--- src/rtl/graycounter_sched.sv ---
// graycounter_sched: two-port round-robin command sequencer for a W-bit
// up/down gray-code counter. It accepts LOAD / UP-n / DOWN-n / SEEK commands
// and drives the counter controls cycle by cycle. While idle, it holds the
// counter by reloading gc_q onto itself.
//
// Ports:
//   clk, reset            rising-edge clock, synchronous active-high reset
//   reqN_valid/ready      command handshake per requester (ready is combinational)
//   reqN_op, reqN_arg     00 LOAD, 01 UP, 10 DOWN, 11 SEEK; argument
//   gc_up/gc_load/gc_in   counter controls
//   gc_q                  counter output (gray)
//   busy                  not IDLE
//   done/done_id/done_q   one-cycle completion pulse, requester, final count
//   done_err              SEEK ran out of steps without a match
module graycounter_sched #(
  parameter int unsigned W          = 3,
  parameter int unsigned SEEK_LIMIT = 8
) (
  input  logic         clk,
  input  logic         reset,
  input  logic         req0_valid,
  output logic         req0_ready,
  input  logic [1:0]   req0_op,
  input  logic [W-1:0] req0_arg,
  input  logic         req1_valid,
  output logic         req1_ready,
  input  logic [1:0]   req1_op,
  input  logic [W-1:0] req1_arg,
  output logic         gc_up,
  output logic         gc_load,
  output logic [W-1:0] gc_in,
  input  logic [W-1:0] gc_q,
  output logic         busy,
  output logic         done,
  output logic         done_id,
  output logic [W-1:0] done_q,
  output logic         done_err
);

  localparam int unsigned SLW = $clog2(SEEK_LIMIT + 1);
  localparam int unsigned CW  = (SLW > W) ? SLW : W;

  localparam logic [1:0] OP_LOAD = 2'b00;
  localparam logic [1:0] OP_UP   = 2'b01;
  localparam logic [1:0] OP_DOWN = 2'b10;
  localparam logic [1:0] OP_SEEK = 2'b11;

  typedef enum logic [1:0] {IDLE, EXEC, DONE} state_t;

  state_t          state_q, state_d;
  logic [1:0]      op_q, op_d;
  logic [W-1:0]    arg_q, arg_d;
  logic            id_q, id_d;
  logic [CW-1:0]   cnt_q, cnt_d;
  logic            rr_q, rr_d;
  logic            err_q, err_d;
  logic            grant0, grant1;
  logic [1:0]      sel_op;
  logic [W-1:0]    sel_arg;

  // State and command registers
  always_ff @(posedge clk) begin
    if (reset) begin
      state_q <= IDLE;
      op_q    <= OP_LOAD;
      arg_q   <= '0;
      id_q    <= 1'b0;
      cnt_q   <= '0;
      rr_q    <= 1'b0;
      err_q   <= 1'b0;
    end else begin
      state_q <= state_d;
      op_q    <= op_d;
      arg_q   <= arg_d;
      id_q    <= id_d;
      cnt_q   <= cnt_d;
      rr_q    <= rr_d;
      err_q   <= err_d;
    end
  end

  // Arbitration, sequencing and counter control
  always_comb begin
    state_d    = state_q;
    op_d       = op_q;
    arg_d      = arg_q;
    id_d       = id_q;
    cnt_d      = cnt_q;
    rr_d       = rr_q;
    err_d      = err_q;
    gc_load    = 1'b1;
    gc_in      = gc_q;
    gc_up      = 1'b1;
    req0_ready = 1'b0;
    req1_ready = 1'b0;

    // rr names the requester that wins a tie
    grant0  = req0_valid & (~req1_valid | ~rr_q);
    grant1  = req1_valid & (~req0_valid |  rr_q);
    sel_op  = grant1 ? req1_op  : req0_op;
    sel_arg = grant1 ? req1_arg : req0_arg;

    case (state_q)
      IDLE: begin
        req0_ready = grant0;
        req1_ready = grant1;
        if (grant0 | grant1) begin
          id_d    = grant1;
          op_d    = sel_op;
          arg_d   = sel_arg;
          rr_d    = ~grant1;
          err_d   = 1'b0;
          // SEEK counts down its step budget; UP/DOWN count down the steps left
          cnt_d   = (sel_op == OP_SEEK) ? CW'(SEEK_LIMIT) : CW'(sel_arg);
          state_d = EXEC;
        end
      end
      EXEC: begin
        case (op_q)
          OP_LOAD: begin
            gc_in   = arg_q;
            state_d = DONE;
          end
          OP_UP, OP_DOWN: begin
            // the cycle after the last step is a hold, so gc_q has settled
            if (cnt_q != '0) begin
              gc_load = 1'b0;
              gc_up   = (op_q == OP_UP);
              cnt_d   = cnt_q - CW'(1);
            end else begin
              state_d = DONE;
            end
          end
          default: begin
            if (gc_q == arg_q) begin
              state_d = DONE;
            end else if (cnt_q == '0) begin
              err_d   = 1'b1;
              state_d = DONE;
            end else begin
              gc_load = 1'b0;
              cnt_d   = cnt_q - CW'(1);
            end
          end
        endcase
      end
      DONE: begin
        state_d = IDLE;
      end
      default: begin
        state_d = IDLE;
      end
    endcase

    // Reset forces a load of zero and blocks any handshake
    if (reset) begin
      req0_ready = 1'b0;
      req1_ready = 1'b0;
      gc_load    = 1'b1;
      gc_in      = '0;
      gc_up      = 1'b1;
    end
  end

  // Status outputs decoded from registered state
  assign busy     = (state_q != IDLE);
  assign done     = (state_q == DONE) & ~reset;
  assign done_id  = id_q;
  assign done_q   = (state_q == DONE) ? gc_q : '0;
  assign done_err = (state_q == DONE) & err_q & ~reset;

endmodule

--- config.mk ---
export PLATFORM = sky130hd
export DESIGN_NAME = graycounter_sched
export DESIGN_NICKNAME = d
export VERILOG_FILES = /design/src/rtl/graycounter_sched.sv
export SDC_FILE = /design/constraint.sdc
export NUM_CORES = 1
export LEC_CHECK = 0
export CAP_MARGIN = 20
export CORE_AREA = 4 4 53 55
export DETAILED_ROUTE_END_ITERATION = 16
export DIE_AREA = 0 0 57 59
export GPL_ROUTABILITY_DRIVEN = 1
export HOLD_SLACK_MARGIN = 0.05
export PLACE_DENSITY = 0.77
export SLEW_MARGIN = 5
export SYNTH_ARGS = -nofsm -noshare
export SYNTH_HDL_FRONTEND = slang
export SYNTH_SLANG_ARGS = --single-unit
--- constraint.sdc ---
create_clock -name clk -period 2.1 [get_ports clk]
set_input_delay 0.42 -clock clk [delete_from_list [all_inputs] [get_ports clk]]
set_output_delay 0.42 -clock clk [all_outputs]
set_load 0.02 [all_outputs]
== Word-level counts from Yosys, hierarchy flattened ==
Cells that the tools add are included.

* Logic and storage cells: 87
* Flip-flop bits (word level): 14
* Input port bits: 17

* Bitwise operators: 13
* $add $sub $neg: 1
* Eq/ne operators: 16
* Mux-type cells: 38
* Reductions and logical operators: 12

{| class="wikitable"
|+ Operators by type and width
! operator !! number
|-
| $mux 4 || 5
|-
| $mux 1 || 17
|-
| $pmux 4 s2 || 2
|-
| $mux 3 || 5
|-
| $ne 3x3->1 const B || 4
|-
| $mux 2 || 5
|-
| $ne 2x2->1 const B || 5
|-
| $pmux 2 s2 || 2
|-
| $eq 2x2->1 const B || 3
|-
| $reduce_and 6->1 || 1
|-
| $and 1x1->1 || 5
|-
| $ne 5x5->1 const B || 1
|-
| $not 1->1 || 5
|-
| $reduce_and 5->1 || 1
|-
| $eq 2x1->1 const B || 2
|-
| $logic_not 2->1 || 2
|-
| $logic_not 4->1 || 1
|-
| $pmux 1 s2 || 2
|-
| $reduce_bool 2->1 || 2
|-
| $reduce_bool 4->1 || 1
|-
| $sub 4x1->4 const B || 1
|-
| $eq 3x3->1 || 1
|-
| $or 1x1->1 || 3
|-
| $reduce_and 3->1 || 1
|-
| 3 further kinds || 3
|}

== Longest topological paths before layout ==
* Word-level depth: 8
* Gate-level depth with buffers: 6
* Mapped depth without buffers: 6

== Least setup slack after synthesis ==
OpenSTA, ideal clock, no wires.

* Path kind: flip-flop to output port
* Start: register cnt_q[0]
* End: output gc_load
* Arrival: 1.403 ns
* Setup slack: 0.277 ns
* Path buffers: 0
* Cell stages (with the launch flop): 7
* Cells stage by stage: dfxtp_1 inv_1 ha_1 nor3b_1 a211oi_1 a21o_1 nand2_1

* Longest elaborated chain between the ends: 6
* Elaborated cells on any way between the ends: 8
* Classes of those cells: mux (6); reduce/logical (2)

{| class="wikitable"
|+ Ends and longest elaborated chain
! item !! line !! text
|-
| start, declared || 54 || <nowiki>logic [CW-1:0] cnt_q, cnt_d;</nowiki>
|-
| start signal, assigned || 76 || <nowiki>cnt_q <= cnt_d;</nowiki>
|-
| $logic_not 4->1 || 137 || <nowiki>end else if (cnt_q == '0) begin</nowiki>
|-
| $mux 1 || 137 ||
|-
| $mux 1 || 135 || <nowiki>if (gc_q == arg_q) begin</nowiki>
|-
| $pmux 1 s2 (*) || 119 || <nowiki>case (op_q)</nowiki>
|-
| $mux 1 (*) || 103 || <nowiki>case (state_q)</nowiki>
|-
| $mux 1 (*) || 156 || <nowiki>if (reset) begin</nowiki>
|-
| end, declared || 30 || <nowiki>output logic gc_load,</nowiki>
|}

Mark *: on every way between the ends. The rest lies on a longest branch, timed or not.

== Worst setup path after layout ==
* Start: input gc_q[2]
* End: output gc_load

* Longest elaborated chain between the ends: 5

{| class="wikitable"
|+ Ends and longest elaborated chain
! item !! line !! text
|-
| start, declared || 32 || <nowiki>input logic [W-1:0] gc_q,</nowiki>
|-
| $eq 3x3->1 || 135 ||
|-
| $mux 1 || 135 ||
|-
| $pmux 1 s2 || 119 ||
|-
| $mux 1 || 103 ||
|-
| $mux 1 || 156 ||
|}

No other way between the ends.

==> results.sh <==
export IMPL_reg2reg_depth=8
export IMPL_path_max_fanout=2
export IMPL_cpMaxStageDelayCell="clkdlybuf4s50_1"
export IMPL_dpl_hpwl_um=2680
export IMPL_fmax_ghz=0.469
export IMPL_cts_tree="done"
export IMPL_post_cts_setup_buffer_count=0
export IMPL_fin_ws_ps=-34.0
export IMPL_final_area_um2=1650
export IMPL_cts_path_max_buffers=2
export IMPL_die_x_um=57
export IMPL_slew_viol_final=0
export IMPL_p_per_area_nw_per_um2=671
export IMPL_grt_use_total_pct=20.7
export IMPL_rows=18
export IMPL_start_util_pct=44.9
export IMPL_finClkSkew_ps=5.75
export IMPL_synth_cells=128
export IMPL_port_buffers=30
export IMPL_area_growth_pct=53.9
export IMPL_fill_cells=200
export IMPL_place_gp_congestion=0.904
export IMPL_rsz0062_at_grt="yes"
export IMPL_fin_crit_sh_pct=102
export IMPL_slowest_delay_ps=440
export IMPL_start_kind="primary input"
export IMPL_async_flop_share_pct=0
export IMPL_syn_cell_area_um2=1070
export IMPL_slew_headroom_pct=76.3
export IMPL_drtAntennaViolNets=0
export IMPL_use_met2_pct=38.2
export IMPL_first_pass_iters=4
export IMPL_clk_latency_ps=280
export IMPL_wl_per_cell_um=14.7
export IMPL_hold_path_cell_count=1
export IMPL_worst_endpoint_arrival_ps=1710
export IMPL_synth_seq_cells=14
export IMPL_core_um2=2390
export IMPL_ctsHoldBuffers=0
export IMPL_hold_path_class="reg2reg"
export IMPL_hold_start="done_id"
export IMPL_crit_type="in2out"
export IMPL_required_ps=1680
export IMPL_grt_antenna_before_repair=0
export IMPL_drc_errors=0
export IMPL_ys_top_cells_by_area="dfxtp_1 (26%), mux2i_1 (7.5%), ha_1 (4.7%)"
export IMPL_crit_family="buffers and inverters"
export IMPL_fin_util_pct=69.1
export IMPL_ir_drop_uv=436
export IMPL_yosysUniqueCellTypes=46
export IMPL_grt_ovfl_total=0
export IMPL_r2r_end="cnt_q[2]"
export IMPL_r2r_start="op_q[1]"
export IMPL_ys_seq_area_share_pct=26.1
export IMPL_setup_viol=1
export IMPL_grt_start_max_net_pins=10
export IMPL_status="finished, violations left"
export IMPL_place_area_um2=1620
export IMPL_grt_pass1_vias=1218
export IMPL_cp_end_kind="primary output"
export IMPL_finalCriticalPeriod_ps=2130
export IMPL_final_common_cell="buf_4"
export IMPL_drt_wl_total_um=3240
export IMPL_via_per_inst=5.52
export IMPL_io_pins=31
export IMPL_layout_common_cells="buf_4 (35), clkdlybuf4s50_1 (16), dfxtp_1 (12)"
export IMPL_hold_ws_ps=468
export IMPL_ys_warn_count=0
export IMPL_whs_endpoint="done_id"
export IMPL_r2r_slack_ps=180
export IMPL_drive_gt1_share_pct=32.1
export IMPL_synth_main_ff_cell="dfxtp_1"
export IMPL_cts_buffers=3
export IMPL_clockRootBuffer="clkbuf_4"
export IMPL_pre_cts_ws_ps=-523
export IMPL_path_cells="clkdlybuf4s50_1, xor2_1, o31a_1, a21o_1, nand2_1, buf_4"
export IMPL_diodes=0
export IMPL_maxCapViolCount=0
export IMPL_synth_edff_count=0
export IMPL_nets=212
export IMPL_h_tree_depth=1
export IMPL_drt_iter0_drc=50
export IMPL_busiest_layer="met2"
export IMPL_grt_pass1_wl_um=5470
export IMPL_clock_sinks=14
export IMPL_yosys_area_top_type_share_pct=26.1
export IMPL_clk_pin_slew_ps=90
export IMPL_worst_pin_slew_ps=353
export IMPL_vias=1215
export IMPL_synth_nets=149
export IMPL_die_y_um=59
export IMPL_yosysTopAreaCell="dfxtp_1"
export IMPL_hold_violations=0
export IMPL_leakagePower_nw=0.815
export IMPL_met3_usage_pct=3.92
export IMPL_critPathBufInv=2
export IMPL_violations="negative setup slack"
export IMPL_dieArea_um2=3360
export IMPL_synth_area_per_cell_um2=8.38
export IMPL_grtUsageMet1_pct=23.4
[logic make-up after synthesis]
group                    share of synthesized area (%)
flip-flops                                        26.1
adder cells (fa/ha/maj)                           4.67
AND/OR/NAND/NOR                                   30.1
XOR/XNOR                                          2.45
buffers and inverters                             7.00
multiplexers                                      7.47
AO/OA/AOI/OAI                                     22.2
[state kept, by name, indices dropped and copies added (netlist names)]
register,flops
state_q,2
rr_q,1
op_q,2
arg_q,3
cnt_q,4
done_id,1
err_q,1
[area by class of cell]
type / count / area (um^2) / area share (%)
Multi-Input combinational cell: 100 / 729 / 44.2
Clock buffer: 4 / 36.3 / 2.20
Timing Repair Buffer: 64 / 534 / 32.4
Inverter: 8 / 30.0 / 1.82
Tap cell: 30 / 37.5 / 2.27
Sequential cell: 14 / 283 / 17.1
[cells in the mapped netlist (2+ instances only)]
cell type	number
and2_1	4
a211oi_1	2
nand3_1	2
a21o_1	3
mux2i_1	8
inv_1	8
and3_1	2
clkbuf_1	3
o31a_2	2
nand2_1	10
buf_6	3
ha_1	4
o21ai_0	9
a221oi_1	2
nor3_1	8
a31oi_1	2
dfxtp_1	14
and4_1	3
nor2_1	7
xor2_1	3
o211ai_1	3
nor3b_1	2
[per-layer routing]
metal | vias up | wire length [um]
met4 | 0 | 40
met5 | - | 0
li1 | 597 | -
met1 | 576 | 1350
met3 | 4 | 146
met2 | 38 | 1710
[worst max path at each step]
stage                     slack (ps)  endpoint  cells past startpoint  startpoint
final                            -30   gc_load                      6     gc_q[2]
after global routing            -110   gc_load                      7    cnt_q[0]
after CTS                        -70   gc_load                      6     gc_q[2]
after detailed placement        -520   gc_load                      6     gc_q[2]
after global placement          -470   gc_load                      6     gc_q[2]
after floorplan                  280   gc_load                      6    cnt_q[0]
[power breakdown]
group / leakage (nW) / total, W / switching, W / internal, W
clock network: 0.0210 / 0.000199 / 0.0000934 / 0.000105
logic: 0.678 / 0.000567 / 0.000275 / 0.000292
registers: 0.116 / 0.000341 / 0.0000360 / 0.000305
[metrics by stage]
| stage | setup TNS, ps | power, W | instances |
|---|---|---|---|
| 3_3_place_gp | -2080 | 0.000888 | 216 |
| 2_1_floorplan | 0 | 0.000648 | 128 |
| 6_report | -34.0 | 0.00111 | 220 |
| 4_1_cts | -70.2 | 0.00110 | 220 |
| 3_5_place_dp | -2350 | 0.000909 | 216 |
| 5_1_grt | -116 | 0.00118 | 220 |
[what timing repair did]
action | 4_1_cts | 5_1_grt
hold endpoints to repair | 0 | 0
gates resized for setup | 19 | 11
pin swaps | 0 | 2
setup endpoints to repair | 12 | 6
No activity file was read; power rests on OpenSTA's default activity.
